<file path="src/rtl/mem_stage_if.sv">
// ---------------------------------------------------------------------------
// mem_stage_if -- bundle of every handshake/bus signal around the memory stage.
//
//   exe2mem side : head entry of the execute->memory FIFO (RES_RE ...
//                  EXE2MEM_EMPTY_SE) and the pop strobe EXE2MEM_POP_SM.
//   dmem side    : request/acknowledge bus to the data memory
//                  (DMEM_REQ_SM ... DMEM_ACK_SM).
//   mem2wbk side : one-entry output slot seen by writeback/bypass
//                  (MEM_RES_RM ... EXCEPTION_SM) and its pop MEM2WBK_POP_SW.
//
//   modport master : the memory stage itself.
//   modport slave  : the surrounding pipeline / memory / writeback.
// ---------------------------------------------------------------------------
interface mem_stage_if;
    // exe2mem FIFO head
    logic [31:0] RES_RE;
    logic [31:0] MEM_DATA_RE;
    logic [5:0]  DEST_RE;
    logic [1:0]  MEM_SIZE_RE;
    logic        WB_RE;
    logic        MEM_SIGN_EXTEND_RE;
    logic        MEM_LOAD_RE;
    logic        MEM_STORE_RE;
    logic        EXCEPTION_RE;
    logic        CSR_WENABLE_RE;
    logic        MULT_INST_RE;
    logic [31:0] CSR_RDATA_RE;
    logic        EXE2MEM_EMPTY_SE;
    logic        EXE2MEM_POP_SM;
    // data memory
    logic        DMEM_REQ_SM;
    logic        DMEM_WE_SM;
    logic [31:0] DMEM_ADR_SM;
    logic [3:0]  DMEM_BE_SM;
    logic [31:0] DMEM_WDATA_SM;
    logic [31:0] DMEM_RDATA_SM;
    logic        DMEM_ACK_SM;
    // writeback / bypass
    logic        MEM2WBK_POP_SW;
    logic        BP_MEM2WBK_EMPTY_SM;
    logic [31:0] MEM_RES_RM;
    logic [5:0]  MEM_DEST_RM;
    logic        MEM_WB_RM;
    logic        CSR_WENABLE_RM;
    logic [31:0] CSR_RDATA_RM;
    logic        MULT_INST_RM;
    logic        EXCEPTION_SM;

    modport master (
        input  RES_RE, MEM_DATA_RE, DEST_RE, MEM_SIZE_RE, WB_RE,
               MEM_SIGN_EXTEND_RE, MEM_LOAD_RE, MEM_STORE_RE, EXCEPTION_RE,
               CSR_WENABLE_RE, MULT_INST_RE, CSR_RDATA_RE, EXE2MEM_EMPTY_SE,
               DMEM_RDATA_SM, DMEM_ACK_SM, MEM2WBK_POP_SW,
        output EXE2MEM_POP_SM, DMEM_REQ_SM, DMEM_WE_SM, DMEM_ADR_SM,
               DMEM_BE_SM, DMEM_WDATA_SM, BP_MEM2WBK_EMPTY_SM, MEM_RES_RM,
               MEM_DEST_RM, MEM_WB_RM, CSR_WENABLE_RM, CSR_RDATA_RM,
               MULT_INST_RM, EXCEPTION_SM
    );

    modport slave (
        output RES_RE, MEM_DATA_RE, DEST_RE, MEM_SIZE_RE, WB_RE,
               MEM_SIGN_EXTEND_RE, MEM_LOAD_RE, MEM_STORE_RE, EXCEPTION_RE,
               CSR_WENABLE_RE, MULT_INST_RE, CSR_RDATA_RE, EXE2MEM_EMPTY_SE,
               DMEM_RDATA_SM, DMEM_ACK_SM, MEM2WBK_POP_SW,
        input  EXE2MEM_POP_SM, DMEM_REQ_SM, DMEM_WE_SM, DMEM_ADR_SM,
               DMEM_BE_SM, DMEM_WDATA_SM, BP_MEM2WBK_EMPTY_SM, MEM_RES_RM,
               MEM_DEST_RM, MEM_WB_RM, CSR_WENABLE_RM, CSR_RDATA_RM,
               MULT_INST_RM, EXCEPTION_SM
    );
endinterface

</file>
<file path="src/rtl/mem_stage.sv">
// ---------------------------------------------------------------------------
// mem_stage -- memory stage of the pipeline.
//
// Takes the head of the exe2mem FIFO. Non-memory (and excepting) entries go
// straight into a one-entry output slot with one cycle of latency. Loads and
// stores first issue a data-memory request that is held stable until
// acknowledged; on the ack the head is popped and the slot written (loads
// carry the aligned/extended read data, stores never write back).
//
// Ports:
//   clk      rising-edge clock
//   reset_n  synchronous active-low reset
//   bus      mem_stage_if.master (exe2mem head, dmem bus, output slot)
// ---------------------------------------------------------------------------
module mem_stage (
    input  logic        clk,
    input  logic        reset_n,
    mem_stage_if.master bus
);
    typedef enum logic {IDLE = 1'b0, ACCESS = 1'b1} state_t;

    state_t      state, state_nxt;
    logic        head, memop, slot_free;
    logic        pop, slot_wr, issue;
    logic [31:0] wr_res;
    logic        wr_wb, wr_csr_we;

    // data-memory request registers
    logic        req_p0, we_p0;
    logic [31:0] adr_p0, wdata_p0;
    logic [3:0]  be_p0;

    // output slot registers
    logic        vld_p1;
    logic [31:0] res_p1, csr_rdata_p1;
    logic [5:0]  dest_p1;
    logic        wb_p1, csr_we_p1, mult_p1;

    function automatic logic [3:0] byte_en(input logic [1:0] size, input logic [1:0] off);
        case (size)
            2'b01:   byte_en = 4'b0011 << off;
            2'b10:   byte_en = 4'b0001 << off;
            default: byte_en = 4'b1111;
        endcase
    endfunction

    function automatic logic [31:0] load_fmt(input logic [31:0] rdata, input logic [1:0] size,
                                             input logic [1:0] off, input logic sext);
        logic [31:0] sh;
        sh = rdata >> {off, 3'b000};
        case (size)
            2'b01:   load_fmt = {{16{sh[15] & sext}}, sh[15:0]};
            2'b10:   load_fmt = {{24{sh[7] & sext}}, sh[7:0]};
            default: load_fmt = sh;
        endcase
    endfunction

    assign head      = !bus.EXE2MEM_EMPTY_SE;
    assign memop     = head && (bus.MEM_LOAD_RE || bus.MEM_STORE_RE) && !bus.EXCEPTION_RE;
    assign slot_free = !vld_p1 || bus.MEM2WBK_POP_SW;

    always_ff @(posedge clk) begin
        if (!reset_n) state <= IDLE;
        else          state <= state_nxt;
    end

    always_comb begin
        state_nxt = state;
        case (state)
            IDLE:    if (memop && slot_free) state_nxt = ACCESS;
            ACCESS:  if (bus.DMEM_ACK_SM)    state_nxt = IDLE;
            default: state_nxt = IDLE;
        endcase
    end

    always_comb begin
        pop       = 1'b0;
        slot_wr   = 1'b0;
        issue     = 1'b0;
        wr_res    = bus.RES_RE;
        // excepting entries never write a register or a CSR
        wr_wb     = bus.WB_RE && !bus.EXCEPTION_RE;
        wr_csr_we = bus.CSR_WENABLE_RE && !bus.EXCEPTION_RE;
        case (state)
            IDLE: begin
                if (head && slot_free) begin
                    if (memop) begin
                        issue = 1'b1;
                    end else begin
                        pop     = 1'b1;
                        slot_wr = 1'b1;
                    end
                end
            end
            ACCESS: begin
                // the slot was free at issue and nothing else writes it here
                if (bus.DMEM_ACK_SM) begin
                    pop     = 1'b1;
                    slot_wr = 1'b1;
                    if (bus.MEM_STORE_RE) wr_wb = 1'b0;
                    else wr_res = load_fmt(bus.DMEM_RDATA_SM, bus.MEM_SIZE_RE,
                                           adr_p0[1:0], bus.MEM_SIGN_EXTEND_RE);
                end
            end
            default: ;
        endcase
        if (!reset_n) begin
            pop     = 1'b0;
            slot_wr = 1'b0;
            issue   = 1'b0;
        end
    end

    // stage p0: memory request, held until acknowledged
    always_ff @(posedge clk) begin
        if (!reset_n) begin
            req_p0   <= 1'b0;
            we_p0    <= 1'b0;
            adr_p0   <= '0;
            be_p0    <= '0;
            wdata_p0 <= '0;
        end else if (issue) begin
            req_p0   <= 1'b1;
            we_p0    <= bus.MEM_STORE_RE;
            adr_p0   <= bus.RES_RE;
            be_p0    <= byte_en(bus.MEM_SIZE_RE, bus.RES_RE[1:0]);
            wdata_p0 <= bus.MEM_DATA_RE << {bus.RES_RE[1:0], 3'b000};
        end else if (state == ACCESS && bus.DMEM_ACK_SM) begin
            req_p0   <= 1'b0;
        end
    end

    // stage p1: output slot; a write wins over a simultaneous pop
    always_ff @(posedge clk) begin
        if (!reset_n) begin
            vld_p1       <= 1'b0;
            res_p1       <= '0;
            dest_p1      <= '0;
            wb_p1        <= 1'b0;
            csr_we_p1    <= 1'b0;
            csr_rdata_p1 <= '0;
            mult_p1      <= 1'b0;
        end else if (slot_wr) begin
            vld_p1       <= 1'b1;
            res_p1       <= wr_res;
            dest_p1      <= bus.DEST_RE;
            wb_p1        <= wr_wb;
            csr_we_p1    <= wr_csr_we;
            csr_rdata_p1 <= bus.CSR_RDATA_RE;
            mult_p1      <= bus.MULT_INST_RE;
        end else if (bus.MEM2WBK_POP_SW) begin
            vld_p1       <= 1'b0;
        end
    end

    assign bus.EXE2MEM_POP_SM      = pop;
    assign bus.EXCEPTION_SM        = head && bus.EXCEPTION_RE;
    assign bus.DMEM_REQ_SM         = req_p0;
    assign bus.DMEM_WE_SM          = we_p0;
    assign bus.DMEM_ADR_SM         = adr_p0;
    assign bus.DMEM_BE_SM          = be_p0;
    assign bus.DMEM_WDATA_SM       = wdata_p0;
    assign bus.BP_MEM2WBK_EMPTY_SM = !vld_p1;
    assign bus.MEM_RES_RM          = res_p1;
    // an empty slot must never look like a pending register write
    assign bus.MEM_DEST_RM         = vld_p1 ? dest_p1 : 6'd0;
    assign bus.MEM_WB_RM           = vld_p1 && wb_p1;
    assign bus.CSR_WENABLE_RM      = csr_we_p1;
    assign bus.CSR_RDATA_RM        = csr_rdata_p1;
    assign bus.MULT_INST_RM        = mult_p1;
endmodule

</file>
<file path="src/flat_wrapper.sv">
// flat-port wrapper written by rule: the top's interface ports become plain ports
module mem_stage_flat 
  (clk, reset_n, bus_RES_RE, bus_MEM_DATA_RE, bus_DEST_RE, bus_MEM_SIZE_RE, bus_WB_RE, bus_MEM_SIGN_EXTEND_RE, bus_MEM_LOAD_RE, bus_MEM_STORE_RE, bus_EXCEPTION_RE, bus_CSR_WENABLE_RE, bus_MULT_INST_RE, bus_CSR_RDATA_RE, bus_EXE2MEM_EMPTY_SE, bus_DMEM_RDATA_SM, bus_DMEM_ACK_SM, bus_MEM2WBK_POP_SW, bus_EXE2MEM_POP_SM, bus_DMEM_REQ_SM, bus_DMEM_WE_SM, bus_DMEM_ADR_SM, bus_DMEM_BE_SM, bus_DMEM_WDATA_SM, bus_BP_MEM2WBK_EMPTY_SM, bus_MEM_RES_RM, bus_MEM_DEST_RM, bus_MEM_WB_RM, bus_CSR_WENABLE_RM, bus_CSR_RDATA_RM, bus_MULT_INST_RM, bus_EXCEPTION_SM);
  mem_stage_if bus_i ();
  input  logic clk;
  input  logic reset_n;
  input wire logic [$bits(bus_i.RES_RE)-1:0] bus_RES_RE;
  input wire logic [$bits(bus_i.MEM_DATA_RE)-1:0] bus_MEM_DATA_RE;
  input wire logic [$bits(bus_i.DEST_RE)-1:0] bus_DEST_RE;
  input wire logic [$bits(bus_i.MEM_SIZE_RE)-1:0] bus_MEM_SIZE_RE;
  input wire logic [$bits(bus_i.WB_RE)-1:0] bus_WB_RE;
  input wire logic [$bits(bus_i.MEM_SIGN_EXTEND_RE)-1:0] bus_MEM_SIGN_EXTEND_RE;
  input wire logic [$bits(bus_i.MEM_LOAD_RE)-1:0] bus_MEM_LOAD_RE;
  input wire logic [$bits(bus_i.MEM_STORE_RE)-1:0] bus_MEM_STORE_RE;
  input wire logic [$bits(bus_i.EXCEPTION_RE)-1:0] bus_EXCEPTION_RE;
  input wire logic [$bits(bus_i.CSR_WENABLE_RE)-1:0] bus_CSR_WENABLE_RE;
  input wire logic [$bits(bus_i.MULT_INST_RE)-1:0] bus_MULT_INST_RE;
  input wire logic [$bits(bus_i.CSR_RDATA_RE)-1:0] bus_CSR_RDATA_RE;
  input wire logic [$bits(bus_i.EXE2MEM_EMPTY_SE)-1:0] bus_EXE2MEM_EMPTY_SE;
  input wire logic [$bits(bus_i.DMEM_RDATA_SM)-1:0] bus_DMEM_RDATA_SM;
  input wire logic [$bits(bus_i.DMEM_ACK_SM)-1:0] bus_DMEM_ACK_SM;
  input wire logic [$bits(bus_i.MEM2WBK_POP_SW)-1:0] bus_MEM2WBK_POP_SW;
  output wire logic [$bits(bus_i.EXE2MEM_POP_SM)-1:0] bus_EXE2MEM_POP_SM;
  output wire logic [$bits(bus_i.DMEM_REQ_SM)-1:0] bus_DMEM_REQ_SM;
  output wire logic [$bits(bus_i.DMEM_WE_SM)-1:0] bus_DMEM_WE_SM;
  output wire logic [$bits(bus_i.DMEM_ADR_SM)-1:0] bus_DMEM_ADR_SM;
  output wire logic [$bits(bus_i.DMEM_BE_SM)-1:0] bus_DMEM_BE_SM;
  output wire logic [$bits(bus_i.DMEM_WDATA_SM)-1:0] bus_DMEM_WDATA_SM;
  output wire logic [$bits(bus_i.BP_MEM2WBK_EMPTY_SM)-1:0] bus_BP_MEM2WBK_EMPTY_SM;
  output wire logic [$bits(bus_i.MEM_RES_RM)-1:0] bus_MEM_RES_RM;
  output wire logic [$bits(bus_i.MEM_DEST_RM)-1:0] bus_MEM_DEST_RM;
  output wire logic [$bits(bus_i.MEM_WB_RM)-1:0] bus_MEM_WB_RM;
  output wire logic [$bits(bus_i.CSR_WENABLE_RM)-1:0] bus_CSR_WENABLE_RM;
  output wire logic [$bits(bus_i.CSR_RDATA_RM)-1:0] bus_CSR_RDATA_RM;
  output wire logic [$bits(bus_i.MULT_INST_RM)-1:0] bus_MULT_INST_RM;
  output wire logic [$bits(bus_i.EXCEPTION_SM)-1:0] bus_EXCEPTION_SM;
  assign bus_i.RES_RE = bus_RES_RE;
  assign bus_i.MEM_DATA_RE = bus_MEM_DATA_RE;
  assign bus_i.DEST_RE = bus_DEST_RE;
  assign bus_i.MEM_SIZE_RE = bus_MEM_SIZE_RE;
  assign bus_i.WB_RE = bus_WB_RE;
  assign bus_i.MEM_SIGN_EXTEND_RE = bus_MEM_SIGN_EXTEND_RE;
  assign bus_i.MEM_LOAD_RE = bus_MEM_LOAD_RE;
  assign bus_i.MEM_STORE_RE = bus_MEM_STORE_RE;
  assign bus_i.EXCEPTION_RE = bus_EXCEPTION_RE;
  assign bus_i.CSR_WENABLE_RE = bus_CSR_WENABLE_RE;
  assign bus_i.MULT_INST_RE = bus_MULT_INST_RE;
  assign bus_i.CSR_RDATA_RE = bus_CSR_RDATA_RE;
  assign bus_i.EXE2MEM_EMPTY_SE = bus_EXE2MEM_EMPTY_SE;
  assign bus_i.DMEM_RDATA_SM = bus_DMEM_RDATA_SM;
  assign bus_i.DMEM_ACK_SM = bus_DMEM_ACK_SM;
  assign bus_i.MEM2WBK_POP_SW = bus_MEM2WBK_POP_SW;
  assign bus_EXE2MEM_POP_SM = bus_i.EXE2MEM_POP_SM;
  assign bus_DMEM_REQ_SM = bus_i.DMEM_REQ_SM;
  assign bus_DMEM_WE_SM = bus_i.DMEM_WE_SM;
  assign bus_DMEM_ADR_SM = bus_i.DMEM_ADR_SM;
  assign bus_DMEM_BE_SM = bus_i.DMEM_BE_SM;
  assign bus_DMEM_WDATA_SM = bus_i.DMEM_WDATA_SM;
  assign bus_BP_MEM2WBK_EMPTY_SM = bus_i.BP_MEM2WBK_EMPTY_SM;
  assign bus_MEM_RES_RM = bus_i.MEM_RES_RM;
  assign bus_MEM_DEST_RM = bus_i.MEM_DEST_RM;
  assign bus_MEM_WB_RM = bus_i.MEM_WB_RM;
  assign bus_CSR_WENABLE_RM = bus_i.CSR_WENABLE_RM;
  assign bus_CSR_RDATA_RM = bus_i.CSR_RDATA_RM;
  assign bus_MULT_INST_RM = bus_i.MULT_INST_RM;
  assign bus_EXCEPTION_SM = bus_i.EXCEPTION_SM;
  mem_stage u_core (.clk(clk), .reset_n(reset_n), .bus(bus_i));
endmodule
</file>
<file path="config.mk">
export PLATFORM = sky130hd
export DESIGN_NAME = mem_stage_flat
export DESIGN_NICKNAME = d
export VERILOG_FILES = /design/src/rtl/mem_stage_if.sv /design/src/rtl/mem_stage.sv /design/src/flat_wrapper.sv
export SDC_FILE = /design/constraint.sdc
export NUM_CORES = 1
export LEC_CHECK = 0
export BUFFER_PORTS_ARGS = -buffer_cell sky130_fd_sc_hd__buf_2
export CAP_MARGIN = 5
export CELL_PAD_IN_SITES_DETAIL_PLACEMENT = 1
export CELL_PAD_IN_SITES_GLOBAL_PLACEMENT = 2
export CORE_MARGIN = 2
export CORE_UTILIZATION = 26
export DETAILED_ROUTE_END_ITERATION = 7
export GPL_ROUTABILITY_DRIVEN = 0
export GPL_TIMING_DRIVEN = 0
export PLACE_DENSITY = 0.8
export SLEW_MARGIN = 5
export SYNTH_ARGS = -nofsm -noshare
export SYNTH_HDL_FRONTEND = slang
export SYNTH_SLANG_ARGS = --single-unit
</file>
<file path="constraint.sdc">
create_clock -name clk -period 2.2 [get_ports clk]
set_input_delay 0.11 -clock clk [delete_from_list [all_inputs] [get_ports clk]]
set_output_delay 0.11 -clock clk [all_outputs]
set_load 0.01 [all_outputs]
</file>
# Word-level counts from Yosys, hierarchy flattened
# Cells that the tools add are included.
# W data, S select, Z words.
[totals]
regBits = 145
inputBits = 148
output_inout_bits = 146
word_cells = 63
[op_classes]
n_eq_ne = 2
n_shift = 4
mux = 25
n_bitwise = 3
reduce_logical = 16
[op_table]
columns = ["op", "n"]
rows = [
  ["$mux W32", 3],
  ["$pmux W32 S2", 1],
  ["$shl A32 B5 Y32", 1],
  ["$shr A32 B5 Y32", 1],
  ["$mux W1", 17],
  ["$logic_and A1 B1 Y1", 9],
  ["$pmux W4 S2", 1],
  ["$mux W6", 1],
  ["$pmux W1 S2", 2],
  ["$reduce_bool A2 Y1", 2],
  ["$shl A1 B2 Y4 const A", 1],
  ["$shl A2 B2 Y4 const A", 1],
  ["$logic_not A1 Y1", 3],
  ["$and A1 B1 Y1", 2],
  ["$eq A2 B1 Y1 const B", 1],
  ["$eq A2 B2 Y1 const B", 1],
  ["$logic_or A1 B1 Y1", 2],
  ["$not A1 Y1", 1],
]

# Longest topological paths before layout
# Gate-level depths: netlist of run 1.
[depth]
ltp_word = 8
ltp_mapped = 7
ltp_nobuf = 6

# Worst setup path after synthesis of run 1
# Ideal clock, no wire load.
[synth_path]
path_kind = "reg-to-reg"
start = "register u_core.adr_p0[0] (netlist: u_core.bus.DMEM_ADR_SM[0])"
end = "register u_core.res_p1[30] (netlist: u_core.bus.MEM_RES_RM[30])"
setup_time_ps = 135
t_arrival_ps = 1783
required_time_ps = 2065
path_slack_ps = 283
stages_incl_launch_ff = 7
path_buffers = 2
cell_sequence = "dfxtp_1 buf_2 mux4_2 a31oi_2 o21a_2 buf_4 a2111oi_0"
[synth_between]
elab_chain_len = 6
word_cells_on_any_way = 7
[synth_lines]
columns = ["item", "line", "text"]
rows = [
  ["from (decl)", "mem_stage.sv:30", "logic [31:0] adr_p0, wdata_p0;"],
  ["from (signal assigned)", "mem_stage.sv:125", "adr_p0 <= bus.RES_RE;"],
  ["$shr A32 B5 Y32 *", "mem_stage.sv:50", "sh = rdata >> {off, 3'b000};"],
  ["$and A1 B1 Y1, on equally long branches", "mem_stage.sv:53, mem_stage.sv:52", ""],
  ["$pmux W32 S2 *", "mem_stage.sv:51", "case (size)"],
  ["$mux W32 *", "mem_stage.sv:100", "if (bus.MEM_STORE_RE) wr_wb = 1'b0;"],
  ["$mux W32 *", "mem_stage.sv:97", "if (bus.DMEM_ACK_SM) begin"],
  ["$mux W32 *", "mem_stage.sv:84", "case (state)"],
  ["to (signal assigned)", "mem_stage.sv:145", "res_p1 <= wr_res;"],
  ["to (decl)", "mem_stage.sv:35", "logic [31:0] res_p1, csr_rdata_p1;"],
]
# Every way passes the cells marked *; elsewhere a longest branch is shown, timed or not.
# A chain may end at the register's enable or synchronous reset.

# Worst setup path after layout of run 1
[layout_path]
start = "register u_core.vld_p1"
end = "output bus_EXE2MEM_POP_SM"
[layout_between]
elab_chain_len = 6
[layout_lines]
columns = ["item", "line", "text"]
rows = [
  ["from (decl)", "mem_stage.sv:34", "logic vld_p1;"],
  ["from (signal assigned)", "mem_stage.sv:136", "vld_p1 <= 1'b0;"],
  ["from (signal assigned)", "mem_stage.sv:144", "vld_p1 <= 1'b1;"],
  ["from (signal assigned)", "mem_stage.sv:152", "vld_p1 <= 1'b0;"],
  ["$logic_not A1 Y1", "mem_stage.sv:60", "assign slot_free = !vld_p1 || bus.MEM2WBK_POP_SW;"],
  ["$logic_or A1 B1 Y1", "mem_stage.sv:60", ""],
  ["$logic_and A1 B1 Y1", "mem_stage.sv:86", "if (head && slot_free) begin"],
  ["$mux W1", "mem_stage.sv:86", ""],
  ["$pmux W1 S2", "mem_stage.sv:84", ""],
  ["$mux W1", "mem_stage.sv:107", "if (!reset_n) begin"],
  ["to (decl)", "flat_wrapper.sv:23", "output wire logic [$bits(bus_i.EXE2MEM_POP_SM)-1:0] bus_EXE2MEM_POP_SM;"],
]
# Every way passes these cells.

==> reports/results.txt, run 1 <==
Number of enable flip-flop cells after synthesis: 0. The post-route netlist has 30.9% of its cells at a drive strength greater than 1. The area fraction of the dominant cell type after synthesis was 43.5%; the die span in x was 164 um. The tools report the detailed-routed wire length on met2 as 15.3 mm. The detailed router finished its first iteration with 464 violations. The logs give 0 for the count of endpoints failing setup in the final report and 0 for the number of hold violations in the final report. Counting flops with an async set or reset pin after synthesis yields a share of 0%. Via count normalized by instance count: 5.02. Row generation in the floorplan step produced 58 rows.

Ranked by total cell area, the synthesized netlist is headed by dfxtp_1 (43%), a21oi_1 (8.8%), nand2_1 (6.5%), mux2i_1 (4.9%), nand3_1 (4.3%). The tools report the capturing instance or port of the critical path as bus_EXE2MEM_POP_SM. The floorplan step defined a die boundary enclosing 0.0270 sq mm. The flow ran to the end, and the final reports show no timing, DRC or antenna violations.

The tools report the launch point of the worst path as u_core.vld_p1. The insertion delay to the later sink of the worst-skew pair was 0.43 ns; the total routed wirelength was 31.6 mm. Counting every net in the synthesized netlist gives 972. Dividing the synthesized area by the synthesized cell count gives 8.12 sq um.

For the via count of the first global-routing pass, the log shows 7981. The cell area after synthesis came out at 0.00668 sq mm. End of the worst register-to-register path: u_core.bus.DMEM_WDATA_SM[23]. After detailed routing, the average wire length per cell comes to 20.2 um. In the synthesized netlist the dominant register cell turns out to be dfxtp_1. The H-tree was split into 4 levels. The region available for standard cell placement spans 0.0252 sq mm. The power after layout was 7500 uW; the relative max-transition margin was 51.7%. The floorplan step set the die height to 164 um. In the detailed route, the total length drawn on met3 is 1.82 mm. The count of cells in the finished layout, fillers not included, comes to 1562. Clock skew on the completed layout was measured at 0.00567 ns.

From synthesis to final layout, the design area changed by 51.1%. The first global-routing pass estimated 46.6 mm of wire. Clock-pin slew was measured on the worst setup and hold paths at 0.06 ns. The buffer depth of the longest clock path came out at 2. STA classifies the critical path endpoint as an output port. Leftover overflow at the end of global routing: 0. In the routed design, unresolved DRC markers number 0. Summed over all cells, the static leakage comes to 0.00428 uW. The count of buffers from port buffering works out to 292. The most common cell in the synthesized netlist is dfxtp_1.

The path depth of the worst reg2reg path is 7. The detailed router put a total of 13.7 mm of wire on met1. STA classifies the critical path startpoint as a flop. Across all register-to-register paths, the minimum setup slack is 0.13 ns. The tools report the startpoint of the worst register-to-register path as u_core.vld_p1. The run gives 7836 as the count of vias placed by the detailed router. Timing would allow up to 479 MHz. The smallest clock period supported by the final layout is computed as 2.09 ns.

In this run the most critical hold path is launched from bus_MEM_DATA_RE[14]. The class of the tightest hold or removal check was in2reg. Once detailed placement completed, the half-perimeter wirelength came to 23.7 mm.

Sequential cell area fraction in the yosys report: 43.5%. Along the worst path, the maximum fanout reaches 10. For the number of synthesis warnings, the log shows 0. For the placed instance count, the log shows 1444. The number of max-slew violations in the final report came out at 0.

The power density over the cells works out to 743 mW/mm^2. The tools report the total number of nets in the final design as 1366. The synthesized flop and latch total came out at 145. The initial cell density of the core was 26.5%. For the number of antenna violations at the first check in global routing, the log shows 2. The total CTS buffers was 17; the number of instances in the synthesized netlist was 822. Counting every sink on the clock net gives 145. The top-level port count is 294. At the worst endpoint, the required time is 2.09 ns. After layout, the worst path uses 95.0% of the clock period. The first detailed-routing pass ran for 4 iterations. The tools report the buffer type at the clock tree root as clkbuf_16. By count the netlist is led by dfxtp_1 (145), a21oi_1 (118), nand2_1 (116). The setup path with the least slack is of type reg2out. The largest total area in the synthesized netlist belongs to dfxtp_1. Setup repair after global routing left no endpoint under its margin. The worst-case IR drop observed on VDD is 374 uV. STA puts the critical path data arrival time at 1.98 ns. Max-cap violations in this run came to 0. The global-route usage over all layers was 22.9%; the distinct cell type count of the synthesized netlist was 43. Entering global routing, the biggest net connects 17 pins.

Topmost layer with routed signal wires: met4. Once detail routing completed, the nets flagged for antenna violations numbered 0. TritonCTS built the clock tree. The worst-margin pin slew was 0.724 ns.
==> layout by cell type, fill, tap and decap left out, types with 33 or more instances in the layout <==
master and instances:
a21oi_1 118, buf_2 308, clkbuf_1 51, dfxtp_1 144, dlygate4sd3_1 80, mux2i_1 33
nand2_1 116, nand3_1 57, nor2_1 35, o21ai_0 56
==> per-layer routing <==
layer / global-route usage, % / vias to the layer above
li1: - / 3764
met1: 28.5 / 3766
met2: 38.8 / 258
met3: 5.28 / 48
met4: 7.85 / 0
met5: 0 / -
==> sequential cells by signal (all words and copies together), names as in the netlist, 4 cells and up <==
name                      flops
u_core.bus.MEM_RES_RM        32
u_core.bus.DMEM_WDATA_SM     32
u_core.dest_p1                6
u_core.bus.CSR_RDATA_RM      32
u_core.bus.DMEM_BE_SM         4
u_core.bus.DMEM_ADR_SM       32
==> critical path, stage by stage, from the launching register on <==
cell      delay, ns
dfxtp_2        0.41
nand2b_1       0.15
o311a_1        0.20
buf_4          0.21
nor2_4         0.34
nor2_1         0.07
buf_2          0.17
==> area by class of cell <==
class | count | area [sq um]
Fill cell | 3093 | 15100
Multi-Input combinational cell | 588 | 3460
Sequential cell | 145 | 2900
Timing Repair Buffer | 376 | 2290
Clock buffer | 19 | 453
Tap cell | 330 | 413
Buffer | 81 | 342
Clock inverter | 13 | 184
Inverter | 7 | 26.3
Antenna cell | 3 | 7.51
==> metrics by stage <==
| step | TNS [ns] | cell area (sq um) | hold WS [ns] | setup WS, ns | utilization [%] |
|---|---|---|---|---|---|
| 4_1_cts | 0 | 10100 | 0.00391 | 0.00798 | 40.0 |
| 6_report | 0 | 10100 | 0.00832 | 0.111 | 40.1 |
| 3_5_place_dp | -13.30 | 8550 | 0.372 | -0.341 | 34.0 |
| 2_1_floorplan | 0 | 6680 | 0.246 | 0.283 | - |
| 3_3_place_gp | -17.09 | 8550 | 0.366 | -0.405 | 34.0 |
| 5_1_grt | 0 | 10100 | 0.0144 | 0.000157 | 40.0 |
==> cells by family (layout without fill, tap and decap cells) <==
kind of cell	after synthesis	after routing	share of synthesized area, %
other	0	3	0
and+or+nand+nor	266	266	17.8
AOI/OAI and AO/OA	271	271	25.1
DFF	145	145	43.5
buffers and inverters	89	496	5.36
adders and majority gates	2	2	0.375
muxes	49	49	7.81
==> power by group <==
group / internal (uW) / switching, uW / total [uW] / leakage [uW]
combinational: 576 / 810 / 1390 / 0.00279
sequential: 2790 / 97.9 / 2890 / 0.00119
clock: 1960 / 1260 / 3220 / 0.000305
==> how the worst min path moves through the flow <==
stage,end,slack (ns),cells after the start
floorplan,u_core.bus.DMEM_ADR_SM[10],0.25,2
global placement,u_core.bus.DMEM_ADR_SM[13],0.37,3
detailed placement,u_core.bus.DMEM_ADR_SM[12],0.37,3
CTS,u_core.bus.DMEM_WDATA_SM[20],0.004,3
global route,u_core.bus.DMEM_WDATA_SM[3],0.01,3
finish,u_core.bus.DMEM_WDATA_SM[22],0.008,3
==> what timing repair did <==
action / in CTS / in global routing
buffers inserted: 4 / 0
hold buffers: 80 / 0
hold endpoints to repair: 85 / 0
resized for setup: 13 / 11
setup endpoints to repair: 83 / 43
pin swaps: 1 / 0
Note: power is estimated with default switching activity, not from simulation.
==> run 2: changes to the inputs <==
--- a/config.mk
+++ b/config.mk
@@ -14,6 +14,7 @@
 export DETAILED_ROUTE_END_ITERATION = 7
 export GPL_ROUTABILITY_DRIVEN = 0
 export GPL_TIMING_DRIVEN = 0
+export HOLD_SLACK_MARGIN = 0.03
 export PLACE_DENSITY = 0.8
 export SLEW_MARGIN = 5
 export SYNTH_ARGS = -nofsm -noshare
==> reports/results.txt, run 2 (synthesis gave the netlist of run 1 again) <==
The flow ran to the end, and the final reports show no timing, DRC or antenna violations. The run gives 5340 uW as the internal power summed over all cells. In this design, the critical path's most frequently occurring cell is clkbuf_1. Fraction of layout cells with a size suffix above 1: 30.7%.

Setup repair after global routing left no endpoint under its margin. The number of clock sinks was 145; the maximum level of the CTS H-tree was 4. The top cell types in the final layout, fill and taps aside, are buf_2 (308), dfxtp_1 (144), a21oi_1 (118). Across the run, the number of max-cap violations was 0. The die covers 0.0270 sq mm. The number of max-slew violations in the final report is 0, and the standby leakage power is 0.00431 uW. The overall die height came out at 164 um.

TritonCTS built the clock tree. The launching element type of the critical path was a flop. The power after layout came out at 7510 uW. The post-layout minimum cycle time was 2.07 ns. The total CTS buffers was 17. The detailed-router iteration count before antenna repair is 5, and the critical path data required time is 2.53 ns.

For the worst setup path, the data arrival time is 2.41 ns. Setup violations remaining at the end of the flow were counted as 0. Smallest setup slack after layout: 0.127 ns. The cell sitting at the root of the clock tree is a clkbuf_16. The class of the tightest hold or removal check is in2reg.

The worst hold path begins at bus_MEM_DATA_RE[1]. The largest individual stage delay along the critical path comes from the cell clkbuf_1. The die span in x is 164 um. Summed over all layers, the global routing overflow is 0. Sequential cells burn 38.5% of the power. The total of fill cells in the finished design was 3091; the count of buffers from port buffering was 292.

The largest fanout on the critical path was 10. Clock latency on the worst-skew pair, taken at its later pin, is 0.43 ns. On the worst path, the slowest cell contributes a delay of 0.46 ns. The initial utilization of the core area, before any placement, comes to 26.5%.

The run gives 2 as the buffer depth of the longest clock path. The end of the worst register-to-register path is u_core.bus.MEM_RES_RM[5]. The number of hold violations in the final report was 0; the power share of the combinational group was 18.6%. For this run, the post-layout net count is 1373.

STA classifies the critical path endpoint as a flop. The worst path uses 94.2% of the clock period. After clock tree synthesis, the clock-pin slew on the worst setup and hold paths is 0.06 ns.

The run gives 2 as the number of antenna violations at the first check in global routing. The count of vias placed by the detailed router is 7893. The setup path with the least slack is of type reg2reg. VDD sags by at most 367 uV. The worst register-to-register path begins at u_core.state.

The analysis attributes to net switching a power of 2170 uW. Entering global routing, the biggest net connects 17 pins. The global-route usage over all layers is 23.0%, and the top-level port count is 294. For the pin with the worst max-slew slack, the measured transition is 0.687 ns. The relative max-transition margin was 54.2%; the via count normalized by instance count was 5.03.

The half-perimeter wire length after placement was 23.7 mm. Dividing total power by cell area gives a power density of 739 mW/mm^2. Based on the critical path, the design can be clocked at up to 482 MHz. In this run, the clock network consumes 42.9% of the power. Counting cells, the worst reg-to-reg path comes to 6.

Compared with the post-synthesis result, the final layout area differs by 52.1%. Wires add up to 31.7 mm. The total area inside the core boundary comes to 0.0252 sq mm. The endpoint of the worst hold-timing path was u_core.bus.DMEM_WDATA_SM[1]. Final hold analysis gives a worst-case slack of 0.0491 ns. The first global-routing pass estimated 46.8 mm of wire. Dividing the detail-routed wire length by the instance count gives 20.2 um. The number of remaining DRC errors was 0.

For the via count of the first global-routing pass, the log shows 8047. The switching share of power came out at 28.9%. The cell depth of the worst hold path was 3; the count of standard-cell rows was 58. The post-placement worst setup slack is -0.341 ns.

In this run the remaining antenna-violating nets after routing total 0. The reg2reg setup slack is 0.13 ns. For this block, the initial DRC count from the detailed router was 536.

The critical path goes through buf_2, and3b_1, clkbuf_1, clkbuf_1, o211ai_1, a311oi_1. The commonest non-fill, non-tap cell in the layout was buf_2. The clock arrives with 0.00516 ns of skew.
## run 2: changes by cell type in the layout (fill, tap and decap cells not counted), sizes merged
cell         before  now
dlygate4sd3      80   87
## run 2: final cells by class
| cell class | count | area, sq um | share of cell area (%) |
|---|---|---|---|
| clock inverter | 13 | 184 | 1.81 |
| timing repair buffer | 383 | 2360 | 23.3 |
| multi-input combinational | 588 | 3460 | 34.1 |
| inverter | 7 | 26.3 | 0.259 |
| clock buffer | 19 | 453 | 4.46 |
| sequential | 145 | 2900 | 28.6 |
| antenna | 3 | 7.51 | 0.0739 |
| buffer | 81 | 342 | 3.36 |
| tap | 330 | 413 | 4.07 |
## run 2: how the worst max path moves through the flow
stage	from	endpoint	slack [ns]	cells after the start
2_1_floorplan	u_core.bus.DMEM_ADR_SM[0]	u_core.bus.MEM_RES_RM[30]	0.28	6
3_3_place_gp	u_core.vld_p1	u_core.bus.DMEM_WDATA_SM[29]	-0.40	5
3_5_place_dp	u_core.vld_p1	u_core.bus.DMEM_WDATA_SM[29]	-0.34	5
4_1_cts	u_core.state	bus_EXE2MEM_POP_SM	0.008	7
5_1_grt	u_core.vld_p1	u_core.bus.DMEM_WDATA_SM[23]	0.0002	7
6_report	u_core.state	u_core.bus.MEM_RES_RM[5]	0.13	6
## run 2: routing by layer
layer	up-vias	wire (um)	global-route usage, %
met5	-	0	0
met4	0	821	8.09
li1	3780	-	-
met1	3799	13700	28.5
met2	263	15300	38.9
met3	51	1920	5.30
## run 2: critical path, delay by kind of cell (launching register included)
kind	cells	cell delay, ns
buffers and inverters	3	0.96
AO/OA/AOI/OAI	2	0.55
flip-flops	1	0.30
AND/OR/NAND/NOR	1	0.18
## run 2: repair_timing
item,in CTS,in global routing
endpoints found under the setup margin,83,43
pin swaps,1,0
endpoints found under the hold margin,93,2
resized for setup,13,11
setup buffers,4,0
hold buffers,85,2
## run 2: per-stage QoR
step	std cells	setup TNS, ns	area (sq um)	utilization (%)
after floorplan	822	0	6680	-
after global placement	1444	-17.09	8550	34.0
after detailed placement	1444	-13.30	8550	34.0
after CTS	1565	0	10100	40.2
after global routing	1568	0	10200	40.3
final	1569	0	10200	40.3
## run 2: power groups by stage
stage	clock network [uW]	logic (uW)	registers [uW]
global placement	0	1240	2940
floorplan	0	579	3010
CTS	3280	1390	2890
finish	3220	1400	2890
global route	3410	1520	2910
detailed placement	0	1250	2950
